## config.mk

```make
export PLATFORM = sky130hd
export DESIGN_NAME = vga_timing
export DESIGN_NICKNAME = d
export VERILOG_FILES = /design/src/rtl/vga_pkg.sv /design/src/rtl/vga_axis_ctr.sv /design/src/rtl/vga_timing.sv
export SDC_FILE = /design/constraint.sdc
export NUM_CORES = 1
export LEC_CHECK = 0
export BUFFER_PORTS_ARGS = -buffer_cell sky130_fd_sc_hd__buf_2
export CAP_MARGIN = 20
export CORE_ASPECT_RATIO = 1.4
export CORE_MARGIN = 2
export CORE_UTILIZATION = 55
export DETAILED_ROUTE_END_ITERATION = 8
export GPL_TIMING_DRIVEN = 0
export HOLD_SLACK_MARGIN = 0.08
export PLACE_DENSITY = 0.77
export SETUP_SLACK_MARGIN = 0.02
export SYNTH_ARGS = -nofsm -noshare
export SYNTH_HDL_FRONTEND = slang
export SYNTH_SLANG_ARGS = --single-unit
```

## constraint.sdc

```tcl
create_clock -name clk -period 2.6 [get_ports clk]
set_input_delay 0.26 -clock clk [delete_from_list [all_inputs] [get_ports clk]]
set_output_delay 0.26 -clock clk [all_outputs]
set_load 0.005 [all_outputs]
```

## src/rtl/vga_pkg.sv

```systemverilog
// Shared VGA timing defaults, colour width and the per-axis state encoding.
package vga_pkg;

  localparam int unsigned CW        = 12;
  localparam int unsigned H_SYNC_D  = 96;
  localparam int unsigned H_BP_D    = 48;
  localparam int unsigned H_ACT_D   = 640;
  localparam int unsigned H_TOTAL_D = 800;
  localparam int unsigned V_SYNC_D  = 2;
  localparam int unsigned V_BP_D    = 33;
  localparam int unsigned V_ACT_D   = 480;
  localparam int unsigned V_TOTAL_D = 525;

  typedef enum logic [1:0] {
    AX_SYNC,
    AX_BACK,
    AX_ACTIVE,
    AX_FRONT
  } axis_state_e;

  // Region of one axis for a given counter value; the sync pulse starts at 0.
  function automatic axis_state_e axis_decode(input logic [15:0] c,
                                              input logic [15:0] s,
                                              input logic [15:0] b,
                                              input logic [15:0] a);
    if (c < s)                 return AX_SYNC;
    else if (c < s + b)        return AX_BACK;
    else if (c < s + b + a)    return AX_ACTIVE;
    else                       return AX_FRONT;
  endfunction

endpackage

```

## src/rtl/vga_axis_ctr.sv

```systemverilog
// One timing axis: wrapping position counter plus a registered region FSM.
module vga_axis_ctr
  import vga_pkg::*;
(
  input  logic        clk,
  input  logic        rst_n,
  input  logic        en_i,
  input  logic [15:0] sync_w_i,
  input  logic [15:0] bp_w_i,
  input  logic [15:0] act_w_i,
  input  logic [15:0] total_i,
  output logic [15:0] count_o,
  output axis_state_e state_o,
  output logic        sync_n_o,
  output logic        active_o,
  output logic        wrap_o
);

  logic [15:0] count_q, count_d;
  axis_state_e state_q, state_d;

  assign wrap_o = en_i && (count_q == total_i - 16'd1);

  // Next count and region; both only move on the enable strobe.
  always_comb begin
    count_d = count_q;
    state_d = state_q;
    if (en_i) begin
      count_d = wrap_o ? '0 : count_q + 16'd1;
      state_d = axis_decode(count_d, sync_w_i, bp_w_i, act_w_i);
    end
  end

  // Counter and state registers.
  always_ff @(posedge clk or negedge rst_n) begin
    if (!rst_n) begin
      count_q <= '0;
      state_q <= AX_SYNC;
    end else begin
      count_q <= count_d;
      state_q <= state_d;
    end
  end

  assign count_o  = count_q;
  assign state_o  = state_q;
  assign sync_n_o = (state_q != AX_SYNC);
  assign active_o = (state_q == AX_ACTIVE);

endmodule

```

## src/rtl/vga_timing.sv

```systemverilog
// VGA timing generator: pixel divider, H/V axis counters, sync/visible delay
// line and colour blanking. DIV must be at least 2.
module vga_timing
  import vga_pkg::*;
#(
  parameter int unsigned DIV     = 4,
  parameter int unsigned H_SYNC  = H_SYNC_D,
  parameter int unsigned H_BP    = H_BP_D,
  parameter int unsigned H_ACT   = H_ACT_D,
  parameter int unsigned H_TOTAL = H_TOTAL_D,
  parameter int unsigned V_SYNC  = V_SYNC_D,
  parameter int unsigned V_BP    = V_BP_D,
  parameter int unsigned V_ACT   = V_ACT_D,
  parameter int unsigned V_TOTAL = V_TOTAL_D,
  parameter int unsigned LAT     = 2
) (
  input  logic          clk,
  input  logic          rst_n,
  input  logic [CW-1:0] rgb_in,
  output logic [15:0]   posx,
  output logic [15:0]   posy,
  output logic          pix_tick,
  output logic          frame_start,
  output logic          hsync,
  output logic          vsync,
  output logic [CW-1:0] rgb_out
);

  localparam int unsigned DW = (DIV > 1) ? $clog2(DIV) : 1;

  logic [DW-1:0] div_q, div_d;
  logic          frame_start_q;
  logic          h_wrap, v_wrap, h_sync_n, v_sync_n, h_active, v_active;
  logic          vis_raw, vis_tap;
  axis_state_e   h_state, v_state;
  logic          unused_state;
  logic [LAT:0]  hs_q, vs_q;
  logic [CW-1:0] rgb_q;

  assign pix_tick = (div_q == DW'(DIV - 1));

  // Divider next value: count up to DIV-1, then wrap.
  always_comb begin
    div_d = div_q + DW'(1);
    if (pix_tick) div_d = '0;
  end

  // Divider and undelayed frame-start strobe.
  always_ff @(posedge clk or negedge rst_n) begin
    if (!rst_n) begin
      div_q         <= '0;
      frame_start_q <= 1'b0;
    end else begin
      div_q         <= div_d;
      frame_start_q <= v_wrap;
    end
  end

  vga_axis_ctr u_h (
    .clk      (clk),
    .rst_n    (rst_n),
    .en_i     (pix_tick),
    .sync_w_i (16'(H_SYNC)),
    .bp_w_i   (16'(H_BP)),
    .act_w_i  (16'(H_ACT)),
    .total_i  (16'(H_TOTAL)),
    .count_o  (posx),
    .state_o  (h_state),
    .sync_n_o (h_sync_n),
    .active_o (h_active),
    .wrap_o   (h_wrap)
  );

  // Vertical axis advances once per line wrap; its wrap is the frame wrap.
  vga_axis_ctr u_v (
    .clk      (clk),
    .rst_n    (rst_n),
    .en_i     (h_wrap),
    .sync_w_i (16'(V_SYNC)),
    .bp_w_i   (16'(V_BP)),
    .act_w_i  (16'(V_ACT)),
    .total_i  (16'(V_TOTAL)),
    .count_o  (posy),
    .state_o  (v_state),
    .sync_n_o (v_sync_n),
    .active_o (v_active),
    .wrap_o   (v_wrap)
  );

  // Region states are exposed for debug taps only.
  assign unused_state = ^{h_state, v_state};

  assign vis_raw = h_active & v_active;

  // The colour register is itself the last visible stage, so the visible
  // tap sits one stage earlier than the sync taps to keep them aligned.
  if (LAT == 0) begin : g_vis0
    assign vis_tap = vis_raw;
  end else begin : g_visn
    logic [LAT-1:0] vis_q;
    // Visible-flag shift register.
    always_ff @(posedge clk or negedge rst_n) begin
      if (!rst_n) begin
        vis_q <= '0;
      end else begin
        vis_q[0] <= vis_raw;
        for (int unsigned i = 1; i < LAT; i++) vis_q[i] <= vis_q[i-1];
      end
    end
    assign vis_tap = vis_q[LAT-1];
  end

  // Sync shift registers and blanked colour output.
  always_ff @(posedge clk or negedge rst_n) begin
    if (!rst_n) begin
      hs_q  <= '1;
      vs_q  <= '1;
      rgb_q <= '0;
    end else begin
      hs_q[0] <= h_sync_n;
      vs_q[0] <= v_sync_n;
      for (int unsigned i = 1; i <= LAT; i++) begin
        hs_q[i] <= hs_q[i-1];
        vs_q[i] <= vs_q[i-1];
      end
      rgb_q <= vis_tap ? rgb_in : '0;
    end
  end

  assign frame_start = frame_start_q;
  assign hsync       = hs_q[LAT];
  assign vsync       = vs_q[LAT];
  assign rgb_out     = rgb_q;

endmodule

```

==> results.txt, run 1 <==
----------------------------------------------------
[Global routing]
  Pin count of the biggest net entering global routing ... 41
  Gr usage total ... 0.249
  Number of antenna violations at the first check in global routing ... 0
  Global route overflow ... 0
  Number of global-route vias before repair ... 2544
  First-pass GRT wire length ... 11600 µm

[Power]
  Power dissipated by switching net loads ... between 0.0004 and 0.0005 W
  Share of power burned in registers ... 0.511
  Internal power contribution ... about 0.0014 W
  Leakage power ... 1.80 nW
  Fraction of power spent switching nets ... 0.234
  Clk network pwr share ... 0.473
  Peak supply drop ... 0.394 mV
  Power per Cell Area ... 482 nW/µm²
  Fraction of power consumed by combinational cells ... 0.016

[Synth]
  Compound-cell area share of the yosys netlist ... 0.112
  Multiplexer fraction of the synthesized cell area ... 0.00731
  Netlist cell types ... 56
  Count of state elements after synthesis ... 59
  Simple logic cell fraction of the synthesized area ... 0.265
  Mean Syn Cell Area ... around 9.6 µm²
  Fraction of registers with async set or reset after synthesis ... 1.00
  Share of the synthesized netlist area taken by xor and xnor gates ... 0.0768
  Gate count of the mapped netlist ... between 300 and 400
  Largest family of logic cells by synthesized area ... simple AND/OR/NAND/NOR gates
  Leading area contributor after synthesis ... sky130_fd_sc_hd__dfrtp_1
  EDFF count, synth ... 0
  Post-synth net total ... 338
  Post-synth top flop ... sky130_fd_sc_hd__dfrtp_1
  Yosys warning total ... 0
  Post-synth design cell area ... approximately 3100 µm²
  Top post-synthesis cells by area ... sky130_fd_sc_hd__dfrtp_1 43%, sky130_fd_sc_hd__xnor2_1 6.5%, sky130_fd_sc_hd__dfstp_2 5.1%, sky130_fd_sc_hd__nand2_1 3.8%, sky130_fd_sc_hd__o21ai_0 3.6%
  Proportion of netlist area held by the largest area contributor ... 0.431
  Adder-Cell Fraction of Synth Area ... 0.0163
  Share of synthesized area occupied by flip-flops and latches ... 0.482

[Timing]
  Fin Setup TNS ... 0 ns
  Layout Skew ... about 0.0065 ns
  Transition at the pin with the smallest max-transition slack ... 0.566 ns
  Setup repair after global routing missed its margin ... yes
  Maximum clock frequency ... 406 MHz
  Final period utilization ... 0.946
  Final-report max-slew violation count ... 0
  Headroom to the max-slew limit ... 0.621
  Total count of hold-check failures in the final report ... 0
  Clock period minus final worst setup slack ... ~2.5 ns
  Final setup viols ... 0

[Finish]
  Most common cell after layout, fill and taps aside ... sky130_fd_sc_hd__buf_2
  Final antenna diode count ... 0
  Signed area change from the synthesized netlist to the final layout ... 21.1%
  Share of layout cells above drive strength 1 ... 0.281
  Final net count ... between 400 and 500
  Leading cell types in the layout, fill and taps excluded ... 66 x sky130_fd_sc_hd__buf_2, 52 x sky130_fd_sc_hd__dfrtp_1, 31 x sky130_fd_sc_hd__nand2_1
  Final design instance area without fill ... roughly 3700 µm²
  Fin util ... 0.685
  Final std cells w/o fill ... 466

[Status]
  Result of the run ... completed

[Placement]
  Placed Cells ... between 400 and 500
  Global placer's final weighted congestion ... between 0.9 and 1
  Post-place instance area ... roughly 3500 µm²
  HPWL after DPL ... between 5000 and 6000 µm
  Count of port buffers added during placement ... 61

[Clock network]
  TritonCTS buffer count ... 9
  Clock root buffer ... sky130_fd_sc_hd__clkbuf_8
  CTS HTree Levels ... 3
  Clock slew at the register clock pins of the worst setup and hold paths ... 0.07 ns
  TritonCTS clock tree ... built
  Number of clock sinks ... roughly 60
  Clock latency at the later pin of the worst-skew pair ... ~0.35 ns
  CTS Buffer Depth ... 2

[Die]
  Die footprint ... 6220 µm²
  Row cnt ... 32
  Initial core utilization ... 0.565
  Core ar. ... ~5400 µm²
  Width of the die ... between 60 and 70 µm
  Y dimension of the die ... 92.5 µm
  I/O pin cnt ... 62

[Route]
  Vias per Instance ... between 5 and 6
  Routed wire length ... 7140 µm
  Routed vias ... around 2700
  First-pass iteration count of the detailed router ... 4
  Per-cell routed wire length ... roughly 15 µm
  Final routed DRC violation total ... 0
  DRC marker count from the first detailed-route iteration ... roughly 250
  Residual antenna-violating net count after detailed routing ... 0

[Worst setup path]
  Register-to-register path setup slack ... roughly 0.14 ns
  Crit-path max FO ... 9
  WS Path Type ... flop to flop
  Endpoint type of the worst setup path ... flop
  Critical Path AT ... ~2.7 ns
  CP required ... about 2.8 ns
  Startpoint class of the critical path ... flop

[Hold path]
  Worst hold path class ... input pin to flop

[Job]
  Max-cap check violation count ... 0

----------------------------------------------------
[power by group through the flow]
stage                     clock network [W]      logic [W]  registers (W)
after floorplan                           0  0.00000000125       0.000935
after global placement                    0      0.0000257       0.000935
after detailed placement                  0      0.0000304       0.000935
after CTS                          0.000876      0.0000314       0.000917
after global routing               0.000905      0.0000355       0.000917
final                              0.000849      0.0000296       0.000918
[state kept, by name, summed over array words and instances, names as in the netlist]
signal        count
u_h.count_o      16
u_v.count_o      16
rgb_out          12
hs_q              3
vs_q              3
div_q             2
g_visn.vis_q      2
u_h.state_o       2
u_v.state_o       2
frame_start       1
[cells by family (layout without fill, tap and decap cells)]
kind of cell | Yosys count | count (layout)
compound gates | 55 | 55
xor+xnor | 27 | 27
fa+ha+maj | 4 | 4
buf+inv | 29 | 107
flops | 59 | 59
mux | 2 | 2
simple gates | 144 | 144
[synth_stat cells, types with 3 or more instances]
| cell type | n |
|---|---|
| sky130_fd_sc_hd__nand4_1 | 15 |
| sky130_fd_sc_hd__xor2_1 | 4 |
| sky130_fd_sc_hd__nand3_1 | 13 |
| sky130_fd_sc_hd__dfstp_2 | 6 |
| sky130_fd_sc_hd__and4_1 | 3 |
| sky130_fd_sc_hd__and2_1 | 13 |
| sky130_fd_sc_hd__ha_1 | 4 |
| sky130_fd_sc_hd__inv_1 | 11 |
| sky130_fd_sc_hd__and3_1 | 4 |
| sky130_fd_sc_hd__o22ai_1 | 3 |
| sky130_fd_sc_hd__a31oi_1 | 4 |
| sky130_fd_sc_hd__nand2_1 | 31 |
| sky130_fd_sc_hd__dfrtp_1 | 53 |
| sky130_fd_sc_hd__clkbuf_1 | 9 |
| sky130_fd_sc_hd__buf_2 | 5 |
| sky130_fd_sc_hd__nand2b_1 | 3 |
| sky130_fd_sc_hd__nor2_1 | 25 |
| sky130_fd_sc_hd__nor4b_1 | 3 |
| sky130_fd_sc_hd__a21oi_1 | 9 |
| sky130_fd_sc_hd__o21ai_0 | 22 |
| sky130_fd_sc_hd__xnor2_1 | 23 |
| sky130_fd_sc_hd__or3_1 | 3 |
| sky130_fd_sc_hd__o31ai_1 | 3 |
| sky130_fd_sc_hd__nor3_1 | 12 |
[worst max-delay path, stage by stage (launching register included)]
cell	delay (ns)
sky130_fd_sc_hd__dfrtp_1	0.34
sky130_fd_sc_hd__clkbuf_1	0.30
sky130_fd_sc_hd__nand4_1	0.29
sky130_fd_sc_hd__nor2_1	0.52
sky130_fd_sc_hd__o2111a_1	0.26
sky130_fd_sc_hd__nor3b_1	0.05
sky130_fd_sc_hd__a311o_1	0.32
sky130_fd_sc_hd__o32ai_1	0.15
sky130_fd_sc_hd__a21oi_1	0.11
[metal layers]
metal  track usage  up-vias  part of all wire
met5             0        -                 0
met4         0.109        0             0.016
met3        0.0608       10             0.054
met2         0.427       86              0.53
met1         0.287     1281              0.40
li1              -     1285                 -
[final cells by class]
| cell class | count | area, µm² |
|---|---|---|
| plain buffers | 15 | 75.1 |
| clock buffers | 9 | 124 |
| clock inverters | 7 | 76.3 |
| fillers | 459 | 1720 |
| inverters | 11 | 41.3 |
| multi-input cells | 232 | 1490 |
| flip-flops and latches | 59 | 1490 |
| well taps | 68 | 85.1 |
| repair buffers | 65 | 350 |
[worst paths after layout]
path / start / endpoint / cells after the start
setup / recovery: u_v.count_o[3]$_DFFE_PN0N_ / u_v.state_o[0]$_DFFE_PN0N_ / 8
hold / removal: rgb_in[4] / rgb_out[4]$_DFF_PN0_ / 2
setup reg to reg: u_v.count_o[3]$_DFFE_PN0N_ / u_v.state_o[0]$_DFFE_PN0N_ / 8
hold reg to reg: g_visn.vis_q[0]$_DFF_PN0_ / g_visn.vis_q[1]$_DFF_PN0_ / 0
max in group asynchronous: rst_n / hs_q[0]$_DFF_PN1_ / 3
min in group asynchronous: rst_n / u_h.count_o[2]$_DFFE_PN0P_ / 2
[what timing repair did]
action,4_1_cts,5_1_grt
hold endpoints to repair,19,0
buffers inserted,1,1
endpoints found under the setup margin,7,5
pin swaps,0,1
resized for setup,0,6
hold buffers,1,0
[per-stage QoR]
stage | hold slack, ns | total power (W) | setup slack [ns]
2_1_floorplan | -0.0356 | 0.000935 | 0.324
3_3_place_gp | 0.335 | 0.000961 | 0.000657
3_5_place_dp | 0.247 | 0.000966 | -0.0379
4_1_cts | 0.107 | 0.00182 | 0.0351
5_1_grt | 0.114 | 0.00186 | 0.00414
6_report | 0.121 | 0.00180 | 0.140
(Power assumes the default switching activity.)
==> inputs of run 2 (changes only) <==
--- a/config.mk
+++ b/config.mk
@@ -9,12 +9,13 @@
 export CAP_MARGIN = 20
 export CORE_ASPECT_RATIO = 1.4
 export CORE_MARGIN = 2
-export CORE_UTILIZATION = 55
+export CORE_UTILIZATION = 63
 export DETAILED_ROUTE_END_ITERATION = 8
 export GPL_TIMING_DRIVEN = 0
 export HOLD_SLACK_MARGIN = 0.08
-export PLACE_DENSITY = 0.77
+export PLACE_DENSITY = 0.8
 export SETUP_SLACK_MARGIN = 0.02
 export SYNTH_ARGS = -nofsm -noshare
 export SYNTH_HDL_FRONTEND = slang
+export SYNTH_HIERARCHICAL = 1
 export SYNTH_SLANG_ARGS = --single-unit
==> run 2 against run 1 <==
Setup slack worse by 2.2 ns; sequential share of layout area down 27 points; combinational power rose to 71 times the previous value; worst hold slack better by 0.029 ns; die area up 140%; sequential cell count unchanged; largest cell class unchanged; synthesized cell count rose to 3.3 times the previous value; the run now ends with negative setup slack left.
==> results.txt, run 2 <==
----------------------------------------------------
[Status]
  Result of the run ... finished, violations left
  Violated checks ... negative setup slack

[Route]
  First-pass iteration count of the detailed router ... 6
  DRC marker count from the first detailed-route iteration ... between 400 and 500
  Final routed DRC violation total ... 0
  Routed vias ... around 9300
  Residual antenna-violating net count after detailed routing ... 0
  Routed wire length ... roughly 27000 µm
  Vias per Instance ... around 5.6
  Per-cell routed wire length ... roughly 16 µm

[Synth]
  Count of state elements after synthesis ... 59
  Post-synth design cell area ... 8800 µm²
  Fraction of registers with async set or reset after synthesis ... 1.00
  Netlist cell types ... 73
  Yosys warning total ... 6
  Most frequently used cell type in the post-synthesis netlist ... sky130_fd_sc_hd__ha_1
  Mean Syn Cell Area ... approximately 8.3 µm²
  Leading cell types by count after synthesis ... 159 x sky130_fd_sc_hd__ha_1, 88 x sky130_fd_sc_hd__inv_1, 76 x sky130_fd_sc_hd__nor2_1
  Share of synthesized area occupied by flip-flops and latches ... 0.169
  Top post-synthesis cells by area ... sky130_fd_sc_hd__ha_1 23%, sky130_fd_sc_hd__dfrtp_1 15%, sky130_fd_sc_hd__xnor2_1 6.6%, sky130_fd_sc_hd__xor2_1 5.5%, sky130_fd_sc_hd__mux2_2 3.8%
  Post-synth top flop ... sky130_fd_sc_hd__dfrtp_1
  Leading area contributor after synthesis ... sky130_fd_sc_hd__ha_1
  Gate count of the mapped netlist ... between 1000 and 1500
  Proportion of netlist area held by the largest area contributor ... 0.226
  EDFF count, synth ... 0

[Placement]
  Global placer's final weighted congestion ... 0.868
  Post-Place Worst Slack ... -2.56 ns
  Count of port buffers added during placement ... 61
  HPWL after DPL ... about 16000 µm
  Post-place instance area ... 10400 µm²

[Hold path]
  Worst hold path class ... input pin to flop

[Die]
  Width of the die ... between 100 and 150 µm
  Core ar. ... about 14000 µm²
  Y dimension of the die ... between 100 and 150 µm
  I/O pin cnt ... 62
  Row cnt ... 51
  Die footprint ... ~15000 µm²
  Initial core utilization ... 0.638

[Timing]
  Final-report max-slew violation count ... 0
  Layout Skew ... ~0.013 ns
  Headroom to the max-slew limit ... 0.484
  Clock period minus final worst setup slack ... 4.67 ns
  Maximum clock frequency ... between 200 and 250 MHz
  Total count of hold-check failures in the final report ... 0
  Final setup viols ... 30
  Final setup margin ... -2.07 ns
  Transition at the pin with the smallest max-transition slack ... around 0.77 ns
  Setup repair after global routing missed its margin ... yes
  Final period utilization ... 1.79

[Finish]
  Final design instance area without fill ... between 10000 and 15000 µm²
  Fin util ... 0.856
  Fillers ... 837
  Most common cell after layout, fill and taps aside ... sky130_fd_sc_hd__conb_1
  Final net count ... about 1600
  Leading cell types in the layout, fill and taps excluded ... 274 x sky130_fd_sc_hd__conb_1, 153 x sky130_fd_sc_hd__ha_1, 88 x sky130_fd_sc_hd__inv_1
  Share of layout cells above drive strength 1 ... 0.188
  Signed area change from the synthesized netlist to the final layout ... 34.1%

[Power]
  Power per Cell Area ... 368 nW/µm²
  Peak supply drop ... 0.333 mV
  Leakage power ... ~6.3 nW
  Overall power after layout ... 0.00434 W

[Worst setup path]
  Library cell contributing the largest single delay on the critical path ... sky130_fd_sc_hd__or4_4
  Ordered list of cells on the worst path ... xor2_2 -> a211oi_2 -> a211oi_2 -> or4_4 -> nor3_4 -> buf_6 -> nand3_2 -> a211oi_2 -> nand4_1 -> a2111oi_4 -> buf_6 -> buf_12 -> nor2_4 -> ha_4 -> a21o_1 -> a21oi_1 -> nor2b_1 -> o21ai_1 -> nand2b_1 -> a211oi_2 -> o21ai_1 -> a211o_1 -> a31o_1
  Crit-path max FO ... 5
  Endpoint type of the worst setup path ... flop
  CP most frequent cell ... sky130_fd_sc_hd__a211oi_2
  CP required ... roughly 2.8 ns
  Critical Path AT ... 4.89 ns
  Delay of the slowest cell on the worst path ... about 0.57 ns
  Startpoint class of the critical path ... flop
  WS Path Type ... flop to flop

[Clock network]
  Clock slew at the register clock pins of the worst setup and hold paths ... ~0.070 ns
  CTS HTree Levels ... 3
  CTS Buffer Depth ... 2
  TritonCTS buffer count ... 9
  TritonCTS clock tree ... built
  Clock root buffer ... sky130_fd_sc_hd__clkbuf_16
  Clock latency at the later pin of the worst-skew pair ... roughly 0.34 ns
  Number of clock sinks ... a little under 60

[Global routing]
  Number of antenna violations at the first check in global routing ... 1
  Number of global-route vias before repair ... ~9100
  Pin count of the biggest net entering global routing ... 40
  First-pass GRT wire length ... around 41000 µm
  Global route overflow ... 0
  Gr usage total ... 0.337

[Job]
  Max-cap check violation count ... 0

----------------------------------------------------
[run 2: critical path, delay by kind of cell (launching register included)]
family	cells	cell delay, ns
fa+ha+maj	1	0.23
simple gates	7	1.22
buf+inv	3	0.48
compound gates	11	1.96
flops	1	0.46
xor+xnor	1	0.20
[run 2: layout make-up]
class	count	area, µm²	share of cell area
Buffer	13	101	0.00859
Clock buffer	9	225	0.0191
Tap cell	185	231	0.0196
Inverter	88	330	0.0280
Antenna cell	1	2.50	0.000212
Timing Repair Buffer	117	878	0.0745
Clock inverter	7	100	0.00849
Sequential cell	59	1490	0.127
Multi-Input combinational cell	1167	8430	0.715
[run 2: power by group]
part / internal, W / switching, W / leakage, nW / total, W
clock network: 0.000846 / 0.000488 / 0.160 / 0.00133
logic: 0.000895 / 0.00120 / 5.38 / 0.00209
registers: 0.000919 / 0.000000168 / 0.769 / 0.000919
[run 2: kinds of logic (layout without fill, tap and decap cells)]
logic type | count (synthesis) | after routing | synth area share
simple gates | 333 | 333 | 0.200
mux | 31 | 31 | 0.0395
flops | 59 | 59 | 0.169
other cells | 2 | 275 | 0.000854
compound gates | 245 | 245 | 0.189
xor+xnor | 121 | 121 | 0.120
fa+ha+maj | 163 | 163 | 0.235
buf+inv | 103 | 234 | 0.0458
[run 2: through the flow]
step	std cells	setup TNS [ns]	hold WS, ns
after global routing	1646	-21.80	0.144
after CTS	1639	-35.44	0.145
final	1646	-20.86	0.150
after global placement	1575	-27.52	0.346
after detailed placement	1576	-28.72	0.258
after floorplan	1329	-14.33	-0.0356
[run 2: worst paths after layout]
kind                                             start                     endpoint  slack [ns]  cells past startpoint
max                        u_h/count_o[13]$_DFFE_PN0P_   u_v/state_o[0]$_DFFE_PN0P_       -2.07                     23
min                                          rgb_in[7]         rgb_out[7]$_DFF_PN0_        0.15                      2
max reg2reg                u_h/count_o[13]$_DFFE_PN0P_   u_v/state_o[0]$_DFFE_PN0P_       -2.07                     23
min reg2reg                          vs_q[1]$_DFF_PN1_            vs_q[2]$_DFF_PN1_        0.36                      0
max in group asynchronous                        rst_n  u_h/count_o[10]$_DFFE_PN0P_        1.50                      3
min in group asynchronous                        rst_n   u_v/state_o[1]$_DFFE_PN0P_        0.46                      2
[run 2: layer usage]
| layer | part of all wire | vias up | wire, µm | GRT usage |
|---|---|---|---|---|
| met4 | 0.068 | 0 | 1820 | 0.206 |
| met2 | 0.54 | 386 | 14500 | 0.677 |
| li1 | - | 4355 | - | - |
| met5 | 0 | - | 0 | 0 |
| met1 | 0.35 | 4351 | 9410 | 0.319 |
| met3 | 0.047 | 159 | 1270 | 0.0472 |
[run 2: timing repair]
action                     CTS  global route
gates cloned                 1             1
buffers inserted            46            21
hold buffers                 1             0
setup endpoints to repair   29            36
resized for setup          104            55
hold endpoints to repair    14             0
pin swaps                   30            30
